[src/rtl/pixel_arb_pkg.sv]
// Shared types, default constants and helpers for the pixel write arbiter.
package pixel_arb_pkg;

  typedef enum logic {
    RUN   = 1'b0,
    CLEAR = 1'b1
  } state_e;

  localparam int unsigned FRAME_PIXELS_640x480 = 307200;
  localparam logic [7:0]  CLEAR_VALUE_DEFAULT  = 8'h00;

  // Ceiling log2; returns at least 1 so a pointer is never zero bits wide.
  function automatic int unsigned clog2(input int unsigned value);
    int unsigned result;
    result = 1;
    for (int unsigned i = 1; i < 32; i++) begin
      if ((64'(1) << i) < 64'(value)) result = i + 1;
    end
    return result;
  endfunction

endpackage

[src/rtl/rr_arbiter.sv]
// Round-robin arbiter: one-hot grant scanned from the rotating start pointer.
module rr_arbiter
  import pixel_arb_pkg::*;
#(
  parameter int unsigned NUM_REQ = 4
) (
  input  logic               clk,
  input  logic               reset,
  input  logic [NUM_REQ-1:0] req,
  input  logic               advance,
  output logic [NUM_REQ-1:0] grant
);

  localparam int unsigned PTR_W = clog2(NUM_REQ);

  logic [PTR_W-1:0] ptr_q, ptr_d;
  logic [PTR_W-1:0] grant_idx;
  logic             found;
  int unsigned      scan_idx;

  // Scan from the pointer; on an accepted grant the pointer moves past the winner.
  always_comb begin
    grant     = '0;
    grant_idx = '0;
    found     = 1'b0;
    scan_idx  = 0;
    for (int unsigned i = 0; i < NUM_REQ; i++) begin
      scan_idx = (32'(ptr_q) + i) % NUM_REQ;
      if (!found && req[PTR_W'(scan_idx)]) begin
        found                   = 1'b1;
        grant[PTR_W'(scan_idx)] = 1'b1;
        grant_idx               = PTR_W'(scan_idx);
      end
    end
    ptr_d = ptr_q;
    if (advance && found) begin
      ptr_d = (32'(grant_idx) == NUM_REQ - 1) ? '0 : grant_idx + 1'b1;
    end
  end

  // Pointer register.
  always_ff @(posedge clk) begin
    if (reset) ptr_q <= '0;
    else       ptr_q <= ptr_d;
  end

endmodule

[src/rtl/pixel_write_arbiter.sv]
// Shares the pixel-RAM write port between NUM_REQ producers, with a
// priority clear-screen sweep and frame completion tracking.
module pixel_write_arbiter
  import pixel_arb_pkg::*;
#(
  parameter int unsigned       NUM_REQ      = 4,
  parameter int unsigned       ADDR_W       = 20,
  parameter int unsigned       DATA_W       = 8,
  parameter int unsigned       FRAME_PIXELS = FRAME_PIXELS_640x480,
  parameter logic [DATA_W-1:0] CLEAR_VALUE  = DATA_W'(CLEAR_VALUE_DEFAULT)
) (
  input  logic                      sys_clk,
  input  logic                      reset,
  input  logic [NUM_REQ-1:0]        req_valid,
  output logic [NUM_REQ-1:0]        req_ready,
  input  logic [NUM_REQ*DATA_W-1:0] req_data,
  input  logic [NUM_REQ*ADDR_W-1:0] req_addr,
  input  logic                      clear_start,
  output logic                      clear_busy,
  output logic                      frame_done,
  output logic                      addr_err,
  output logic [ADDR_W-1:0]         pixel_count,
  output logic [DATA_W-1:0]         pr_data,
  output logic [ADDR_W-1:0]         pr_wraddress,
  output logic                      pr_wren
);

  localparam logic [ADDR_W:0]   FRAME_LIMIT = (ADDR_W + 1)'(FRAME_PIXELS);
  localparam logic [ADDR_W-1:0] LAST_ADDR   = ADDR_W'(FRAME_PIXELS - 1);

  state_e              state_q, state_d;
  logic [ADDR_W-1:0]   clr_addr_q, clr_addr_d;
  logic [ADDR_W-1:0]   pixel_count_q, pixel_count_d;
  logic [ADDR_W-1:0]   pr_wraddress_q, pr_wraddress_d;
  logic [DATA_W-1:0]   pr_data_q, pr_data_d;
  logic                frame_done_q, frame_done_d;
  logic                addr_err_q, addr_err_d;
  logic                pr_wren_q, pr_wren_d;

  logic [NUM_REQ-1:0]  grant;
  logic                handshake;
  logic [ADDR_W-1:0]   sel_addr;
  logic [DATA_W-1:0]   sel_data;
  logic                addr_in_range;
  logic                count_full;

  rr_arbiter #(
    .NUM_REQ (NUM_REQ)
  ) u_rr_arbiter (
    .clk     (sys_clk),
    .reset   (reset),
    .req     (req_valid),
    .advance (handshake),
    .grant   (grant)
  );

  // Accept only in RUN, and never in a cycle that requests a clear or reset.
  assign req_ready = (state_q == RUN && !clear_start && !reset) ? grant : '0;
  assign handshake = |req_ready;

  // Select the accepted requester's address and data.
  always_comb begin
    sel_addr = '0;
    sel_data = '0;
    for (int unsigned i = 0; i < NUM_REQ; i++) begin
      if (req_ready[i]) begin
        sel_addr = req_addr[i*ADDR_W +: ADDR_W];
        sel_data = req_data[i*DATA_W +: DATA_W];
      end
    end
  end

  assign addr_in_range = {1'b0, sel_addr} < FRAME_LIMIT;
  assign count_full    = {1'b0, pixel_count_q} == FRAME_LIMIT;

  // Next-state logic for the FSM, sweep counter, pixel counter and RAM port.
  always_comb begin
    state_d        = state_q;
    clr_addr_d     = clr_addr_q;
    pixel_count_d  = pixel_count_q;
    pr_wraddress_d = pr_wraddress_q;
    pr_data_d      = pr_data_q;
    pr_wren_d      = 1'b0;
    addr_err_d     = addr_err_q;
    frame_done_d   = frame_done_q | count_full;
    unique case (state_q)
      RUN: begin
        if (clear_start) begin
          state_d       = CLEAR;
          clr_addr_d    = '0;
          pixel_count_d = '0;
          frame_done_d  = 1'b0;
          addr_err_d    = 1'b0;
        end else if (handshake) begin
          if (addr_in_range) begin
            pr_wren_d      = 1'b1;
            pr_wraddress_d = sel_addr;
            pr_data_d      = sel_data;
            if (!count_full) pixel_count_d = pixel_count_q + 1'b1;
          end else begin
            addr_err_d = 1'b1;
          end
        end
      end
      CLEAR: begin
        // The address in flight is still written when a restart arrives.
        pr_wren_d      = 1'b1;
        pr_wraddress_d = clr_addr_q;
        pr_data_d      = CLEAR_VALUE;
        if (clear_start) begin
          clr_addr_d = '0;
        end else if (clr_addr_q == LAST_ADDR) begin
          state_d    = RUN;
          clr_addr_d = '0;
        end else begin
          clr_addr_d = clr_addr_q + 1'b1;
        end
      end
      default: state_d = RUN;
    endcase
  end

  // State and output registers.
  always_ff @(posedge sys_clk) begin
    if (reset) begin
      state_q        <= RUN;
      clr_addr_q     <= '0;
      pixel_count_q  <= '0;
      pr_wraddress_q <= '0;
      pr_data_q      <= '0;
      pr_wren_q      <= 1'b0;
      frame_done_q   <= 1'b0;
      addr_err_q     <= 1'b0;
    end else begin
      state_q        <= state_d;
      clr_addr_q     <= clr_addr_d;
      pixel_count_q  <= pixel_count_d;
      pr_wraddress_q <= pr_wraddress_d;
      pr_data_q      <= pr_data_d;
      pr_wren_q      <= pr_wren_d;
      frame_done_q   <= frame_done_d;
      addr_err_q     <= addr_err_d;
    end
  end

  assign clear_busy   = (state_q == CLEAR);
  assign frame_done   = frame_done_q;
  assign addr_err     = addr_err_q;
  assign pixel_count  = pixel_count_q;
  assign pr_data      = pr_data_q;
  assign pr_wraddress = pr_wraddress_q;
  assign pr_wren      = pr_wren_q;

endmodule

[config.mk]
export PLATFORM = sky130hd
export DESIGN_NAME = pixel_write_arbiter
export DESIGN_NICKNAME = d
export VERILOG_FILES = /design/src/rtl/pixel_arb_pkg.sv /design/src/rtl/rr_arbiter.sv /design/src/rtl/pixel_write_arbiter.sv
export SDC_FILE = /design/constraint.sdc
export NUM_CORES = 1
export LEC_CHECK = 0
export CORE_ASPECT_RATIO = 0.8
export CORE_MARGIN = 2
export CORE_UTILIZATION = 43
export CTS_CLUSTER_SIZE = 24
export DETAILED_ROUTE_END_ITERATION = 6
export MAX_ROUTING_LAYER = met4
export PLACE_DENSITY = 0.76
export SLEW_MARGIN = 20
export SYNTH_ARGS = -nofsm -noshare
export SYNTH_HDL_FRONTEND = slang
export SYNTH_SLANG_ARGS = --single-unit
[constraint.sdc]
create_clock -name sys_clk -period 5.95 [get_ports sys_clk]
set_input_delay 0.595 -clock sys_clk [delete_from_list [all_inputs] [get_ports sys_clk]]
set_output_delay 0.595 -clock sys_clk [all_outputs]
set_load 0.05 [all_outputs]
**After elaboration in Yosys (flattened, before gate mapping)**

Index checks and enable logic that the tools add are counted.

- Flip-flop bits (word level): 74
- Bits of input ports: 119
- Output and inout port bits: 56
- Logic and storage cells: 126

- $add $sub $neg: 6
- Magnitude comparators: 9
- Equality and inequality tests: 9
- Muxes and demuxes: 67
- Bitwise logic cells: 5
- Reduce and logical (&&, ||, !) cells: 21

Operators by type and width:

| operator | count |
|---|---|
| $mux 20 | 14 |
| $pmux 20 s2 | 2 |
| $mux 8 | 7 |
| $add 20x1->20 const B | 2 |
| $eq 20x19->1 const B | 2 |
| $mux 1 | 23 |
| $lt 20x19->1 const B | 1 |
| $mux 4 | 5 |
| $pmux 8 s2 | 1 |
| $lt 2x3->1 const B | 4 |
| $or 4x4->4 | 3 |
| $logic_and 1x1->1 | 10 |
| $mux 2 | 5 |
| $ne 2x2->1 const B | 5 |
| $bmux 1 s2 | 4 |
| $demux 1 s2 | 4 |
| $ge 2x1->1 const B | 4 |
| $reduce_and 3->1 | 2 |
| $logic_not 1->1 | 5 |
| $add 2x1->2 const B | 2 |
| $add 2x2->2 const B | 2 |
| $pmux 1 s2 | 2 |
| $reduce_and 4->1 | 1 |
| $reduce_bool 2->1 | 2 |
| other kinds (5) | 5 |

**Depth between registers and ports, before layout**

Gate-level depths: netlist of the first run.

- Word-level depth: 22
- Mapped depth: 21
- Mapped depth without buffers: 14

**Cells and area by module**

A second synthesis of the first run with hierarchy kept.

- Cell total of the unflattened synthesis: 631
- Area, all modules: 4897.2 µm²

Modules (own cells, without submodules):

| module | instances | cells each | area each (µm²) | seq. area each (µm²) |
|---|---|---|---|---|
| pixel_write_arbiter | 1 | 564 | 4332.9 | 1441.4 |
| rr_arbiter | 1 | 67 | 564.3 | 40.0 |

**Least setup slack after synthesis of the first run**

OpenSTA, ideal clock, no wires.

- Path type: register -> register
- Start point: register with a tool-made name
- End point: register pr_wraddress_q[17] (netlist: pr_wraddress[17])
- Library setup time: 0.082 ns
- Arrival: 4.304 ns
- Required time: 5.868 ns
- Path slack: 1.564 ns
- Cell stages (with the launch flop): 21
- Buffers on the path: 7
- Clock period less this slack: 4.386 ns
- Path through: dfxtp_1 > buf_2 > buf_2 > inv_1 > ha_1 > clkbuf_1 > mux4_2 > or4b_1 > a221o_1 > a222oi_1 > buf_4 > nand2_1 > a311oi_1 > a211o_1 > and3b_1 > or2_1 > buf_4 > buf_6 > buf_6 > nand4b_1 > o221ai_1

RTL lines:

| what | RTL line | RTL |
|---|---|---|
| to (signal assigned) | pixel_write_arbiter.sv:138 | `pr_wraddress_q <= pr_wraddress_d;` |
| to (decl) | pixel_write_arbiter.sv:34 | `logic [ADDR_W-1:0] pr_wraddress_q, pr_wraddress_d;` |

**Final worst setup path of the first run**

- Start point: register u_rr_arbiter.ptr_q[1]
- End point: register pr_wraddress_q[10] (netlist: pr_wraddress[10])

- Word-level cells in the longest chain between the ends: 21
- Elaborated cells between the ends (all ways): 61
- Those cells by class: 3 x add/sub; 9 x order compare; 2 x eq/ne; 32 x mux; 3 x bitwise; 12 x reduce/logical

RTL lines:

| what | RTL line | RTL |
|---|---|---|
| from (decl) | rr_arbiter.sv:16 | `logic [PTR_W-1:0] ptr_q, ptr_d;` |
| from (signal assigned) | rr_arbiter.sv:44 | `else ptr_q <= ptr_d;` |
| parallel branches: the longest is 11 deep, another holds $lt 2x3->1 | -- |  |
| $mux 4 * | rr_arbiter.sv:29 | `if (!found && req[PTR_W'(scan_idx)]) begin` |
| $mux 4 * | pixel_write_arbiter.sv:58 | `assign req_ready = (state_q == RUN && !clear_start && !reset) ? grant : '0;` |
| parallel branches: the longest is 8 deep, another holds $lt 20x19->1 | -- |  |

Mark *: on every way between the ends. The select of a mux whose other input is x is not followed.
A chain may end at the register's enable or synchronous reset.

==> results.json, run 1 <==
{
  "outcome": "complete, no violations",
  "grt_pass1_vias": 5194,
  "clkTransAtPathRegs_ns": 0.06,
  "peakVddDrop_mv": 0.149,
  "path_buf_inv": 3,
  "yosysWarnings": 0,
  "hold_viol_final": 0,
  "dr.pass1.iters": 5,
  "insertion_delay_ns": 0.33,
  "syn_inst": 614,
  "dieArea_sq_mm": 0.0118,
  "drive_gt1_share_pct": 5.62,
  "ys_types": 60,
  "place.detailed.hpwl_um": 11900,
  "total_power_w": 0.00186,
  "numCtsBuffers": 9,
  "grtUsageTotal_pct": 27.5,
  "avgViaCountPerCell": 5.99,
  "fin_setup_tns_ns": 0,
  "grt_use_met3_pct": 5.46,
  "grt_overflow": 0,
  "async_reset_ff_share_pct": 0,
  "post-cts-setup-buffers": 0,
  "antenna_found_initial": 0,
  "critPathKind": "register to register",
  "tightest_slew_ns": 0.942,
  "nets": 889,
  "yosysTopAreaCell": "dfxtp_1",
  "worst_clock_skew_ns": 0.00886,
  "period_share_pct": 92.7,
  "grt_setup_unrepaired": "false",
  "slew_viol_final": 0,
  "die_y_um": 97.4,
  "placed_area_sq_mm": 0.00652,
  "crit_path_end_kind": "register",
  "place.gp.congestion": 0.924,
  "setup_violations": 0,
  "fin_area_sq_mm": 0.00680,
  "drt_iter0_drc": 452,
  "grt_max_degree": 46,
  "antennaDiodeCount": 0,
  "pin_count": 175,
  "grt.busiest_layer": "met2",
  "slew_headroom_pct": 36.7,
  "max_stage_delay_ns": 0.56,
  "synth_seq_cells": 74,
  "drv_cap": 0,
  "whs_path_depth": 2,
  "final_util_pct": 63.2,
  "p_leak_nw": 2.36,
  "drcViolationCount": 0,
  "cp_cell_sequence": "inv_1 > ha_1 > mux4_2 > or4b_1 > a221o_1 > a222oi_1 > buf_4 > nand2_1 > a311oi_1 > a211o_1 > and3b_1 > or2_2 > buf_12 > nand4b_1 > o221ai_1",
  "crit_slowest_cell": "dfxtp_1",
  "cts_resized": 0,
  "vias": 5441,
  "met2_usage_pct": 43.9,
  "synth_edf_count": 0,
  "start_util_pct": 43.6,
  "clock_path_buffers": 2,
  "routedWlPerCell_um": 17.4,
  "synth_seq_area_share_pct": 31.6,
  "layout_min_cycle_time_ns": 5.51,
  "netlist_top_cells_area": "dfxtp_1 (32%), nand2_1 (5.6%), nor2_1 (5.4%), a221oi_1 (4.5%), a21oi_1 (3.8%)",
  "cp_max_fo": 36,
  "cp.arrival_ns": 5.75,
  "root_buffer": "clkbuf_16",
  "coreArea_sq_mm": 0.0108,
  "netlist_area_sq_mm": 0.00469,
  "yosysTopAreaCellShare_pct": 31.6,
  "fmax_mhz": 181,
  "power_density_mw_per_mm2": 273,
  "met1_usage_pct": 34.4,
  "fp-row-count": 34,
  "syn-mean-instance-area_sq_um": 7.64,
  "ff2ff_path_depth": 15,
  "cpLargestDelayFamily": "simple AND/OR/NAND/NOR gates",
  "yosys.cell_count.top_type": "dfxtp_1",
  "wl_um": 15800,
  "grt_pass1_wl_um": 25200,
  "crit_path_start_kind": "register",
  "crit_required_ns": 6.19,
  "path_depth": 15,
  "clock-sinks": 74,
  "synth_fp_nets": 743,
  "cts.htree.levels": 3,
  "port_buffers": 174,
  "die_x_um": 121,
  "synth_commonest_cells": "dfxtp_1 (74), nand2_1 (70), nor2_1 (68)",
  "cts_tree": "yes",
  "ctsHoldBuffers": 0,
  "synthFlopType": "dfxtp_1",
  "ant_nets": 0,
  "min_path_type": "register to register",
  "areaGrowthSynthToFinish_pct": 45.1
}
[kinds of logic after synthesis]
family / after synthesis / share of synthesized area, %
and+or+nand+nor: 271 / 29.2
muxes: 14 / 3.58
adders and majority gates: 10 / 2.67
DFF: 74 / 31.6
buffers and inverters: 64 / 5.95
xor gates and xnor gates: 11 / 2.05
AOI/OAI and AO/OA: 170 / 25.0
[layout by cell type (no fill, tap or decap), types with 11 or more instances in the layout]
master,count
nor3_1,35
nand2_1,70
and3_1,18
clkdlybuf4s50_1,173
nand4b_1,19
o221ai_1,17
nor2_1,68
buf_4,13
o21ai_0,35
a21oi_1,36
inv_1,11
dfxtp_1,74
nand3_1,13
a221oi_1,24
[sequential cells by signal, indices dropped and copies added, names as in the netlist, named ones only]
register	cells
addr_err	1
clear_busy	1
clr_addr_q	20
frame_done	1
pixel_count	20
pr_data	8
pr_wraddress	20
pr_wren	1
u_rr_arbiter.ptr_q	1
[metrics by stage]
step           cells  setup WS (ns)  hold slack, ns
4_1_cts          909          0.506           0.476
2_1_floorplan    614           1.56           0.451
5_1_grt          909          0.113           0.514
3_3_place_gp     893          0.540           0.458
3_5_place_dp     893          0.428           0.470
6_report         909          0.436           0.475
[power breakdown]
group / leakage, nW / total (W) / switching, W / internal [W]
Clock: 0.132 / 0.000507 / 0.000212 / 0.000295
Combinational: 1.63 / 0.000784 / 0.000477 / 0.000307
Sequential: 0.599 / 0.000568 / 0.0000337 / 0.000534
[worst register-to-register path: stages (launching register included)]
cell and delay [ns]:
dfxtp_1 0.56, inv_1 0.22, ha_1 0.53, mux4_2 0.43, or4b_1 0.49, a221o_1 0.32
a222oi_1 0.26, buf_4 0.37, nand2_1 0.12, a311oi_1 0.45, a211o_1 0.22, and3b_1 0.39
or2_2 0.53, buf_12 0.26, nand4b_1 0.15, o221ai_1 0.13
[per-layer routing]
layer  routed length (um)  part of all wire [%]  up-vias
met4                  412                   2.6        0
met2                 7440                    47      238
met1                 6770                    43     2568
met5                    0                     0        -
li1                     -                     -     2602
met3                 1170                   7.4       33
[final timing paths]
| kind | from | to | slack (ns) |
|---|---|---|---|
| setup reg to reg | u_rr_arbiter.ptr_q[1]$_SDFFE_PP0P_ | pr_wraddress[10]$_SDFFE_PP0P_ | 0.44 |
| setup / recovery | u_rr_arbiter.ptr_q[1]$_SDFFE_PP0P_ | pr_wraddress[10]$_SDFFE_PP0P_ | 0.44 |
| hold / removal | pr_wraddress[19]$_SDFFE_PP0P_ | pr_wraddress[19]$_SDFFE_PP0P_ | 0.48 |
| hold reg to reg | pr_wraddress[19]$_SDFFE_PP0P_ | pr_wraddress[19]$_SDFFE_PP0P_ | 0.48 |
[layout make-up]
| cell class | count | area, sq um |
|---|---|---|
| inverters | 11 | 41.3 |
| flip-flops and latches | 74 | 1480 |
| clock inverters | 5 | 37.5 |
| well taps | 144 | 180 |
| fillers | 937 | 3960 |
| multi-input cells | 476 | 2950 |
| repair buffers | 188 | 1870 |
| clock buffers | 11 | 243 |
No activity file was read; power rests on OpenSTA's default activity.
==> run 2, diff against run 1 <==
--- a/config.mk
+++ b/config.mk
@@ -7,11 +7,12 @@
 export LEC_CHECK = 0
 export CORE_ASPECT_RATIO = 0.8
 export CORE_MARGIN = 2
-export CORE_UTILIZATION = 43
+export CORE_UTILIZATION = 45
 export CTS_CLUSTER_SIZE = 24
 export DETAILED_ROUTE_END_ITERATION = 6
 export MAX_ROUTING_LAYER = met4
-export PLACE_DENSITY = 0.76
+export PLACE_DENSITY = 0.79
+export SKIP_LAST_GASP = 1
 export SLEW_MARGIN = 20
 export SYNTH_ARGS = -nofsm -noshare
 export SYNTH_HDL_FRONTEND = slang
==> run 2 against run 1 <==
- die area decreased by 4.3%
- total power grew 4.3%
- cell count is 0.44% lower
- sequential power is essentially flat
- highest routed layer unchanged
- maximum frequency is 5.1% higher
- cell area up 0.72%
==> results.json, run 2 (synthesis gave the netlist of run 1 again) <==
{
  "ff2ff_path_depth": 15,
  "wl_um": 16800,
  "clock_power_share_pct": 29.7,
  "worst_clock_skew_ns": 0.00365,
  "nets": 889,
  "place.detailed.hpwl_um": 12700,
  "critPathKind": "register to register",
  "max_stage_delay_ns": 0.59,
  "met1_usage_pct": 38.8,
  "pin_count": 175,
  "crit_path_start_kind": "register",
  "setup_violations": 0,
  "whs_path_depth": 2,
  "grtUsageTotal_pct": 30.6,
  "power_density_mw_per_mm2": 283,
  "outcome": "complete, no violations",
  "antenna_found_initial": 0,
  "p_sw_w": 0.000715,
  "place.gp.congestion": 0.939,
  "grt_max_degree": 47,
  "hold_viol_final": 0,
  "die_y_um": 95.3,
  "fin_setup_tns_ns": 0,
  "grt_overflow": 0,
  "slew_viol_final": 0,
  "start_util_pct": 46.0,
  "cp.arrival_ns": 5.46,
  "cts.htree.levels": 3,
  "crit_slowest_cell": "a31oi_4",
  "min_path_type": "register to register",
  "vias": 5513,
  "drcViolationCount": 0,
  "grt.busiest_layer": "met2",
  "coreArea_sq_mm": 0.0102,
  "p_leak_nw": 2.38,
  "grt_use_met3_pct": 6.16,
  "period_share_pct": 88.2,
  "layout_min_cycle_time_ns": 5.25,
  "cp_cell_sequence": "inv_1 > ha_1 > or3b_2 > a21boi_0 > o21ai_0 > a31oi_4 > buf_4 > nand2_1 > o21ai_1 > and3b_1 > buf_4 > or2_2 > buf_4 > a211oi_1 > nor3_1",
  "drv_cap": 0,
  "pwr-share-seq_pct": 29.4,
  "met2_usage_pct": 50.4,
  "cp_common_cell": "buf_4",
  "r2r-end": "pr_data[4]$_SDFFE_PP0P_",
  "p_int_w": 0.00122,
  "avgViaCountPerCell": 6.09,
  "crit_required_ns": 6.16,
  "final_cell_mix": "clkdlybuf4s50_1 (173), dfxtp_1 (74), nand2_1 (70), nor2_1 (68), a21oi_1 (36)",
  "port_buffers": 174,
  "ant_nets": 0,
  "post-cts-setup-buffers": 0,
  "dr.pass1.iters": 5,
  "reg2reg_slack_ns": 0.70,
  "clock-sinks": 74,
  "grt_pass1_vias": 5094,
  "antennaDiodeCount": 0,
  "worstHoldStart": "pr_wraddress[19]$_SDFFE_PP0P_",
  "r2r-start": "u_rr_arbiter.ptr_q[1]$_SDFFE_PP0P_",
  "insertion_delay_ns": 0.33,
  "numCtsBuffers": 9,
  "die_x_um": 118,
  "areaGrowthSynthToFinish_pct": 46.1,
  "tightest_slew_ns": 0.962,
  "switching_share_pct": 36.9,
  "grt_pass1_wl_um": 26700,
  "cp_max_fo": 34,
  "comb_power_share_pct": 40.9,
  "grt_setup_unrepaired": "false",
  "mostFrequentLayoutCell": "clkdlybuf4s50_1",
  "drt_iter0_drc": 547,
  "clock_path_buffers": 2,
  "fp-row-count": 33,
  "drive_gt1_share_pct": 5.49,
  "holdWs_ns": 0.467,
  "fmax_mhz": 191,
  "peakVddDrop_mv": 0.222,
  "root_buffer": "clkbuf_16",
  "dp.cells": 889,
  "holdPathEnd": "pr_wraddress[19]$_SDFFE_PP0P_",
  "cts_resized": 0,
  "cts_tree": "yes",
  "crit_path_end_kind": "register",
  "dieArea_sq_mm": 0.0113,
  "fin_cells": 905,
  "ctsHoldBuffers": 0,
  "clkTransAtPathRegs_ns": 0.06,
  "routedWlPerCell_um": 18.5,
  "slew_headroom_pct": 35.3
}
## run 2: per-stage QoR
| step | total power [W] | setup slack (ns) | instance area (sq um) | util (%) |
|---|---|---|---|---|
| floorplan | 0.00109 | 1.56 | 4690 | - |
| global placement | 0.00135 | 0.697 | 6530 | 64.0 |
| detailed placement | 0.00136 | 0.730 | 6530 | 64.0 |
| CTS | 0.00195 | 0.738 | 6850 | 67.2 |
| global route | 0.00204 | 0.288 | 6850 | 67.2 |
| finish | 0.00194 | 0.702 | 6850 | 67.2 |
## run 2: cell type report
cell class / count / area (sq um)
Sequential cell: 74 / 1480
Fill cell: 879 / 3350
Timing Repair Buffer: 188 / 1880
Tap cell: 140 / 175
Multi-Input combinational cell: 476 / 2950
Clock inverter: 4 / 75.1
Clock buffer: 12 / 246
Inverter: 11 / 41.3
## run 2: worst max-delay path by stage
| stage | to | cells past startpoint | from |
|---|---|---|---|
| floorplan | pr_wraddress[17]$_SDFFE_PP0P_ | 20 | register |
| global placement | pixel_count[5]$_SDFFE_PP0P_ | 13 | req_valid[3] |
| detailed placement | pr_wraddress[5]$_SDFFE_PP0P_ | 15 | req_valid[2] |
| CTS | pr_data[4]$_SDFFE_PP0P_ | 15 | u_rr_arbiter.ptr_q[1]$_SDFFE_PP0P_ |
| global route | pr_wraddress[13]$_SDFFE_PP0P_ | 16 | u_rr_arbiter.ptr_q[1]$_SDFFE_PP0P_ |
| finish | pr_data[4]$_SDFFE_PP0P_ | 15 | u_rr_arbiter.ptr_q[1]$_SDFFE_PP0P_ |
## run 2: power by group through the flow
| stage | clock network [W] | logic (W) | registers [W] |
|---|---|---|---|
| finish | 0.000576 | 0.000793 | 0.000570 |
| global route | 0.000613 | 0.000853 | 0.000575 |
| CTS | 0.000587 | 0.000789 | 0.000569 |
| detailed placement | 0 | 0.000783 | 0.000579 |
| global placement | 0 | 0.000774 | 0.000578 |
| floorplan | 0 | 0.000402 | 0.000684 |
## run 2: per-layer routing
metal,wire [um],vias up
li1,-,2603
met1,7290,2646
met2,8130,230
met3,1030,34
met4,321,0
met5,0,-
## run 2: worst max-delay path, delay by kind of cell (launching register included)
kind,cells,cell delay (ns)
flops,1,0.57
buf+inv,4,1.10
compound gates,5,1.63
simple gates,5,1.37
fa+ha+maj,1,0.45
